### src/rtl/sevenseg_mux_if.sv
// Seven-segment scan bundle: digit data and scan strobe toward the driver,
// anode/cathode drive back from it (master = stimulus side, slave = driver).
interface sevenseg_mux_if;
   logic       scan_en;
   logic [3:0] d3;
   logic [3:0] d2;
   logic [3:0] d1;
   logic [3:0] d0;
   logic [7:0] an;
   logic [6:0] seg;

   modport master (
      output scan_en, d3, d2, d1, d0,
      input  an, seg
   );

   modport slave (
      input  scan_en, d3, d2, d1, d0,
      output an, seg
   );
endinterface

### src/rtl/sevenseg_mux.sv
// Four-digit multiplexed seven-segment driver with active-low an/seg outputs.
// Ports: clk, rst (sync, active-high), bus (slave: scan_en, d3..d0 -> an, seg).
module sevenseg_mux (
   input  logic          clk,
   input  logic          rst,
   sevenseg_mux_if.slave bus
);

   logic [1:0] idx_q, idx_d;
   logic [7:0] an_q, an_d;
   logic [6:0] seg_q, seg_d;
   logic [3:0] sel;

   function automatic logic [6:0] decode(input logic [3:0] v);
      logic [6:0] s;
      case (v)
         4'h0: s = 7'h40;
         4'h1: s = 7'h79;
         4'h2: s = 7'h24;
         4'h3: s = 7'h30;
         4'h4: s = 7'h19;
         4'h5: s = 7'h12;
         4'h6: s = 7'h02;
         4'h7: s = 7'h78;
         4'h8: s = 7'h00;
         4'h9: s = 7'h10;
         4'hA: s = 7'h08;
         4'hB: s = 7'h03;
         4'hC: s = 7'h46;
         4'hD: s = 7'h21;
         4'hE: s = 7'h06;
         default: s = 7'h7F; // F blanks the digit
      endcase
      return s;
   endfunction

   always_comb begin
      sel = bus.d0;
      case (idx_q)
         2'd0: sel = bus.d0;
         2'd1: sel = bus.d1;
         2'd2: sel = bus.d2;
         default: sel = bus.d3;
      endcase
      idx_d = bus.scan_en ? idx_q + 2'd1 : idx_q;
      // upper four anodes are unused and stay off
      an_d  = {4'hF, ~(4'b0001 << idx_q)};
      seg_d = decode(sel);
   end

   always_ff @(posedge clk) begin
      if (rst) begin
         idx_q <= 2'd0;
         an_q  <= 8'hFF;
         seg_q <= 7'h7F;
      end else begin
         idx_q <= idx_d;
         an_q  <= an_d;
         seg_q <= seg_d;
      end
   end

   assign bus.an  = an_q;
   assign bus.seg = seg_q;

endmodule

### src/flat_wrapper.sv
// flat-port wrapper written by rule: the top's interface ports become plain ports
module sevenseg_mux_flat 
  (clk, rst, bus_scan_en, bus_d3, bus_d2, bus_d1, bus_d0, bus_an, bus_seg);
  sevenseg_mux_if bus_i ();
  input  logic clk;
  input  logic rst;
  input wire logic [$bits(bus_i.scan_en)-1:0] bus_scan_en;
  input wire logic [$bits(bus_i.d3)-1:0] bus_d3;
  input wire logic [$bits(bus_i.d2)-1:0] bus_d2;
  input wire logic [$bits(bus_i.d1)-1:0] bus_d1;
  input wire logic [$bits(bus_i.d0)-1:0] bus_d0;
  output wire logic [$bits(bus_i.an)-1:0] bus_an;
  output wire logic [$bits(bus_i.seg)-1:0] bus_seg;
  assign bus_i.scan_en = bus_scan_en;
  assign bus_i.d3 = bus_d3;
  assign bus_i.d2 = bus_d2;
  assign bus_i.d1 = bus_d1;
  assign bus_i.d0 = bus_d0;
  assign bus_an = bus_i.an;
  assign bus_seg = bus_i.seg;
  sevenseg_mux u_core (.clk(clk), .rst(rst), .bus(bus_i));
endmodule
### config.mk
export PLATFORM = sky130hd
export DESIGN_NAME = sevenseg_mux_flat
export DESIGN_NICKNAME = d
export VERILOG_FILES = /design/src/rtl/sevenseg_mux_if.sv /design/src/rtl/sevenseg_mux.sv /design/src/flat_wrapper.sv
export SDC_FILE = /design/constraint.sdc
export NUM_CORES = 1
export LEC_CHECK = 0
export BUFFER_PORTS_ARGS = -buffer_cell sky130_fd_sc_hd__buf_2
export CAP_MARGIN = 10
export CORE_ASPECT_RATIO = 0.9
export CORE_UTILIZATION = 52
export CTS_BUF_LIST = sky130_fd_sc_hd__clkbuf_2 sky130_fd_sc_hd__clkbuf_4 sky130_fd_sc_hd__clkbuf_8
export DETAILED_ROUTE_END_ITERATION = 10
export HOLD_SLACK_MARGIN = 0.05
export PLACE_DENSITY_LB_ADDON = 0.3
export RECOVER_POWER = 100
export SLEW_MARGIN = 20
export SYNTH_ARGS = -nofsm -noshare
export SYNTH_HDL_FRONTEND = slang
export SYNTH_SLANG_ARGS = --single-unit
### constraint.sdc
create_clock -name clk -period 6.4 [get_ports clk]
set_clock_uncertainty 0.15 [all_clocks]
set_input_delay 0.64 -clock clk [delete_from_list [all_inputs] [get_ports clk]]
set_output_delay 0.64 -clock clk [all_outputs]
set_load 0.05 [all_outputs]
==> impl_results.md, run 1 <==
- Status: finished with violations
- Failing checks: design-rule violations
- Mean Syn Cell Area: 9.171 µm²
- Cell with the most instances after synthesis: dfxtp_1
- End of the worst register-to-register path: u_core.bus.seg[3]$_SDFF_PP1_
- Max-Cap Viols: 0
- RSZ-0062 raised after global routing: no
- Hold Fails Final Rpt: 0
- Hold path depth: 2
- Final nets: 151
- Fin crit share: 0.4386
- Post_cts resized: 0
- Worst hold path type: flip-flop to flip-flop
- Reg area: 260.3 µm²
- Register clock-pin slew on the reported worst setup and hold paths: 0.08 ns
- Vias after detailed routing: 771
- Clk sinks: 13
- EDFF count, synth: 0
- #FFs+latches synth: 13
- Largest family of logic cells by synthesized area: compound AO/OA/AOI/OAI gates
- Grt ovf: 0
- Area contributors post-synth: dfxtp_1 32%, ha_1 19%, a222oi_1 5.0%, a21oi_1 3.7%, mux2i_1 3.7%
- Drc violations: 4
- Post-synth ARST share: 0
- First DRT Iteration DRCs: 40
- Post-synth top flop: dfxtp_1
- Tightest Pin Transition: 0.5971 ns
- Crit path DAT: 2.80 ns
- Final setup vio count: 0
- Achievable frequency: 356.2 MHz
- Cells after Synth: 88
- Max VDD drop: 0.1414 mV
- Pin count of the biggest net entering global routing: 12
- Setup crit end kind: flip-flop
- DP HPWL: 1316 µm
- Drt wl/cell: 12.69 µm
- Post-synth top area cell: dfxtp_1
- PD cells: 298.2 nW/µm²
- Leakage: 0.4377 nW
- Post-synthesis compound-gate area fraction: 0.2481
- Netlist cell types: 23
- Drt total wl: 1700 µm
- DRT Pass-1 Iters: 7
- Initial antenna violation count: 0
- Post CTS Setup Buffer Count: 0
- Mux contribution to synthesized area: 0.05116
- Setup TNS Final: 0 ns
- Area taken by multi-input logic gates: 488.0 µm²
- CTS tree: built
- Filler cell count: 131
- Core Box Area: 1448 µm²
- Die width: 43.53 µm
- IO Count: 34
- ANT cells: 0
- Worst reg2reg path depth: 9
- Total track usage: 0.2132
- Fraction of synthesized cell area in xor and xnor cells: 0.01085
- Yosys warns: 0
- WHS Endpoint: u_core.idx_q[1]$_SDFFE_PP0P_
- R2R setup slack: 3.59 ns
- Synth Cell Area: 807.0 µm²
- Clk_lat worst skew: 0.28 ns
- Initial core utilization: 0.5575
- CP required: 6.39 ns
- Post-synthesis adder-cell area fraction: 0.1860
- Slew margin rel.: 0.6036
- Die Y: 39.38 µm
- Row count: 13
- Clock Tree Buf Depth: 2
- Drt via density: 5.754
- Htree depth: 1
- Port bufs: 29
- Vias in the first global route: 617
- First-pass GRT wire length: 2635 µm
- Simple-gate share of the synthesized area: 0.09767
- Post-route ant nets: 0
- Largest fanout on the critical path: 10
- Final Max Tran Viols: 0
- Root Driver: clkbuf_4
- Top post-synthesis cells by count: 13 x dfxtp_1, 12 x ha_1, 8 x nand2_1, 8 x nor2_1, 7 x inv_1
- Post-synth top area share: 0.3225
- Total CTS buffers: 3
- Worst Setup Path Type: flip-flop to flip-flop
- Post-CTS Hold Fix Bufs: 0
- Worst Setup Start Kind: flip-flop
- Die area: 1714 µm²
- Share of layout cells above drive strength 1: 0.1933
- Register area share after synthesis: 0.3225
- Hold path start: u_core.idx_q[1]$_SDFFE_PP0P_
- Final Power: 285.0 µW
- Synth-to-Final Area Change: 18.45%
- Tmin final: 2.807 ns
- GP Congestion: 0.9220
- Worst reg2reg startpoint: u_core.idx_q[0]$_SDFFE_PP0P_
-- where the power goes --
part | internal, mW | leakage [nW] | switching, mW
Clock | 0.0285 | 0.0184 | 0.0269
Combinational | 0.0368 | 0.311 | 0.0951
Sequential | 0.0938 | 0.108 | 0.00407
-- layer usage --
layer / part of all wire / GRT usage / up-vias
met4: 0.013 / 0.09375 / 0
met2: 0.45 / 0.3371 / 43
met5: 0 / 0 / -
li1: - / - / 376
met1: 0.44 / 0.2740 / 349
met3: 0.098 / 0.05530 / 3
-- sequential cells by signal (all words and copies together), names as in the netlist --
register and count:
u_core.bus.seg 7, u_core.idx_q 2, u_core.bus.an 4
-- per-stage QoR --
step / area [µm²] / util / hold slack (ns) / setup slack (ns) / instances
finish: 955.9 / 0.6603 / 0.4238 / 3.593 / 134
global route: 955.9 / 0.6603 / 0.4761 / 3.452 / 134
CTS: 978.4 / 0.6759 / 0.4330 / 3.662 / 134
detailed placement: 948.4 / 0.6551 / 0.4213 / 3.675 / 130
global placement: 948.4 / 0.6551 / 0.4180 / 3.765 / 130
floorplan: 818.3 / - / 0.3861 / 4.053 / 91
-- worst max-delay path: stages (launching register included) --
cell,delay (ns)
dfxtp_1,0.42
ha_1,0.23
clkinv_1,0.24
a21oi_1,0.54
inv_1,0.21
ha_1,0.23
inv_1,0.07
a211oi_1,0.05
a2111oi_0,0.42
a221oi_1,0.09
-- final cells by class --
type	count	area share
Clock buffer	4	0.03141
Inverter	8	0.03141
Multi-Input combinational cell	65	0.5105
Sequential cell	13	0.2723
Tap cell	15	0.01963
Timing Repair Buffer	29	0.1348
-- cells by family after synthesis --
group                      count (synthesis)
DFF                                       13
AOI/OAI and AO/OA                         25
and+or+nand+nor                           19
xor gates and xnor gates                   1
muxes                                      4
buffers and inverters                     13
other                                      1
adders and majority gates                 12
-- worst max path at each step --
stage / cells after the start / from / to
after floorplan: 9 / u_core.idx_q[0]$_SDFFE_PP0P_ / u_core.bus.seg[3]$_SDFF_PP1_
after global placement: 9 / u_core.idx_q[0]$_SDFFE_PP0P_ / u_core.bus.seg[3]$_SDFF_PP1_
after detailed placement: 9 / u_core.idx_q[0]$_SDFFE_PP0P_ / u_core.bus.seg[3]$_SDFF_PP1_
after CTS: 9 / u_core.idx_q[0]$_SDFFE_PP0P_ / u_core.bus.seg[3]$_SDFF_PP1_
after global routing: 9 / u_core.idx_q[0]$_SDFFE_PP0P_ / u_core.bus.seg[3]$_SDFF_PP1_
final: 9 / u_core.idx_q[0]$_SDFFE_PP0P_ / u_core.bus.seg[3]$_SDFF_PP1_
-- layout by cell type, fill, tap and decap left out, types with 2 or more instances in the layout --
cell type and count:
a222oi_1 4, nor2b_1 3, mux2i_1 3, a2111oi_0 3, buf_2 16, ha_1 12
a21o_2 2, inv_1 7, a221oi_1 2, clkbuf_4 4, o221ai_1 3, conb_1 4
clkbuf_1 13, nand2_1 8, a211oi_1 3, dfxtp_1 13, a21oi_1 6, nor2_1 8
No activity file was read; power rests on OpenSTA's default activity.
==> inputs of run 2 (changes only) <==
- CORE_UTILIZATION: 52 -> 48
- clock period: 6.4 -> 2.9 ns (I/O delays scaled with it)
==> impl_results.md, run 2 (synthesized netlist as in run 1, its figures left out) <==
- Total track usage: 0.2149 (+0.001687)
- Pin count of the biggest net entering global routing: 12 (unchanged)
- Row count: 13 (unchanged)
- Max-Cap Viols: 0 (unchanged)
- Achievable frequency: 369.0 MHz (+3.6%)
- Post-route ant nets: 0 (unchanged)
- Status: complete, no violations
- Clk sinks: 13 (unchanged)
- Final Max Tran Viols: 0 (unchanged)
- Most frequent cells in the layout: 18 x buf_2, 13 x dfxtp_1, 12 x ha_1
- CTS tree: built
- Post_cts resized: 0 (unchanged)
- Final setup vio count: 0 (unchanged)
- Largest fanout on the critical path: 10 (unchanged)
- Tmin final: 2.710 ns (-0.09700 ns)
- Post-CTS Hold Fix Bufs: 0 (unchanged)
- Max VDD drop: 0.2707 mV (+91%)
- DP HPWL: 1368 µm (+4.0%)
- GP Congestion: 0.9128 (-1.0%)
- Clk_lat worst skew: 0.28 ns (about the same)
- ANT cells: 0 (unchanged)
- Max reg flops: 7 (unchanged)
- Root Driver: clkbuf_4
- Critical path, cell by cell: ha_1 -> clkinv_1 -> a21oi_1 -> inv_1 -> ha_1 -> a2111oi_0 -> a221oi_1
- Vias after detailed routing: 770 (-0.13%)
- Initial antenna violation count: 0 (unchanged)
- Leakage: 0.4436 nW (+1.4%)
- Non-filler cells, final: 141 (+5.2%)
- Hold Fails Final Rpt: 0 (unchanged)
- Initial core utilization: 0.5335 (-0.02398)
- Final nets: 151 (unchanged)
- Register clock-pin slew on the reported worst setup and hold paths: 0.08 ns (about the same)
- First DRT Iteration DRCs: 50 (+25%)
- Htree depth: 1 (unchanged)
- RSZ-0062 raised after global routing: no
- Die area: 1850 µm² (+7.9%)
- Port bufs: 29 (unchanged)
- Grt ovf: 0 (unchanged)
- Fin util: 0.6419 (-0.01848)
- Drc violations: 0 (-4)
- Fin crit share: 0.9346 (+0.4959)
- Drt via density: 5.461 (-5.1%)
- PD cells: 653.8 nW/µm² (+120%)
- Clock Tree Buf Depth: 2 (unchanged)
- Post CTS Setup Buffer Count: 0 (unchanged)
- Hold Slack: 0.1266 ns (-0.2971 ns)
- IO Count: 34 (unchanged)
- Vias in the first global route: 627 (+1.6%)
- Setup TNS Final: 0 ns (unchanged)
- Die Y: 40.90 µm (+3.9%)
- Most frequent CP cell: ha_1
- Total CTS buffers: 3 (unchanged)
- Share of layout cells above drive strength 1: 0.2185 (+0.02521)
- Tightest Pin Transition: 0.5919 ns (-0.005208 ns)
- Worst Setup Path Type: flip-flop to flip-flop
- CP max-delay cell: dfxtp_1
- CP required: 2.89 ns (-3.50 ns)
- Core Box Area: 1513 µm² (+4.5%)
- Slew margin rel.: 0.6071 (+0.003457)
- Drt total wl: 1789 µm (+5.2%)
- DRT Pass-1 Iters: 4 (-3)
- Worst hold path type: input port to flip-flop
- Filler cell count: 140 (+6.9%)
- Worst Setup Start Kind: flip-flop
- Inst Count DP: 137 (+5.4%)
- Critical path's largest stage delay: 0.46 ns (-0.08 ns)
- Drt wl/cell: 12.69 µm (about the same)
- Die width: 45.22 µm (+3.9%)
- Crit path DAT: 2.70 ns (-0.10 ns)
- Synth-to-Final Area Change: 20.31%
- First-pass GRT wire length: 2725 µm (+3.4%)
- Setup crit end kind: flip-flop
- Most common cell after layout, fill and taps aside: buf_2
[run 2: cell types whose count changed in the layout (fill, tap and decap cells not counted), sizes merged]
cell    previous run  this run
buf               16        18
clkbuf            17        15
[run 2: worst paths after layout]
check	from	to	slack [ns]	depth (start not counted)
setup / recovery	u_core.idx_q[0]$_SDFFE_PP0P_	u_core.bus.seg[3]$_SDFF_PP1_	0.19	7
hold / removal	bus_scan_en	u_core.idx_q[0]$_SDFFE_PP0P_	0.13	3
setup reg to reg	u_core.idx_q[0]$_SDFFE_PP0P_	u_core.bus.seg[3]$_SDFF_PP1_	0.19	7
hold reg to reg	u_core.idx_q[1]$_SDFFE_PP0P_	u_core.idx_q[1]$_SDFFE_PP0P_	0.44	2
[run 2: final cells by class]
type                    count  area, µm²  area share
well taps                  22      27.53     0.02835
multi-input cells          65      491.7      0.5064
flip-flops and latches     13      260.3      0.2680
clock buffers               4      30.03     0.03093
repair buffers             29      131.4      0.1353
inverters                   8      30.03     0.03093
[run 2: critical path, delay by kind of cell, from the launching register on]
family,cells,cell delay (ns)
AO/OA/AOI/OAI,3,0.97
adder cells (fa/ha/maj),2,0.53
flip-flops,1,0.46
buffers and inverters,2,0.46
[run 2: where the power goes]
group          internal, mW  total, mW  switching (mW)
Clock                0.0628      0.123          0.0607
Combinational        0.0827      0.294           0.212
Sequential            0.207      0.217          0.0102
Total                 0.352      0.635           0.282
[run 2: per-layer routing]
| metal | wire (µm) | up-vias | global-route usage |
|---|---|---|---|
| met4 | 41 | 0 | 0.07576 |
| li1 | - | 375 | - |
| met1 | 812 | 327 | 0.2880 |
| met3 | 195 | 4 | 0.06608 |
| met5 | 0 | - | 0 |
| met2 | 739 | 64 | 0.3261 |
[run 2: per-stage QoR]
| stage | power, mW | instance area, µm² | worst slack, ns |
|---|---|---|---|
| floorplan | 0.4556 | 818.3 | 0.5525 |
| global placement | 0.5168 | 957.2 | 0.2317 |
| detailed placement | 0.5188 | 957.2 | 0.1037 |
| CTS | 0.6422 | 987.2 | 0.07757 |
| global route | 0.6737 | 970.9 | 0.005546 |
| finish | 0.6348 | 970.9 | 0.1897 |
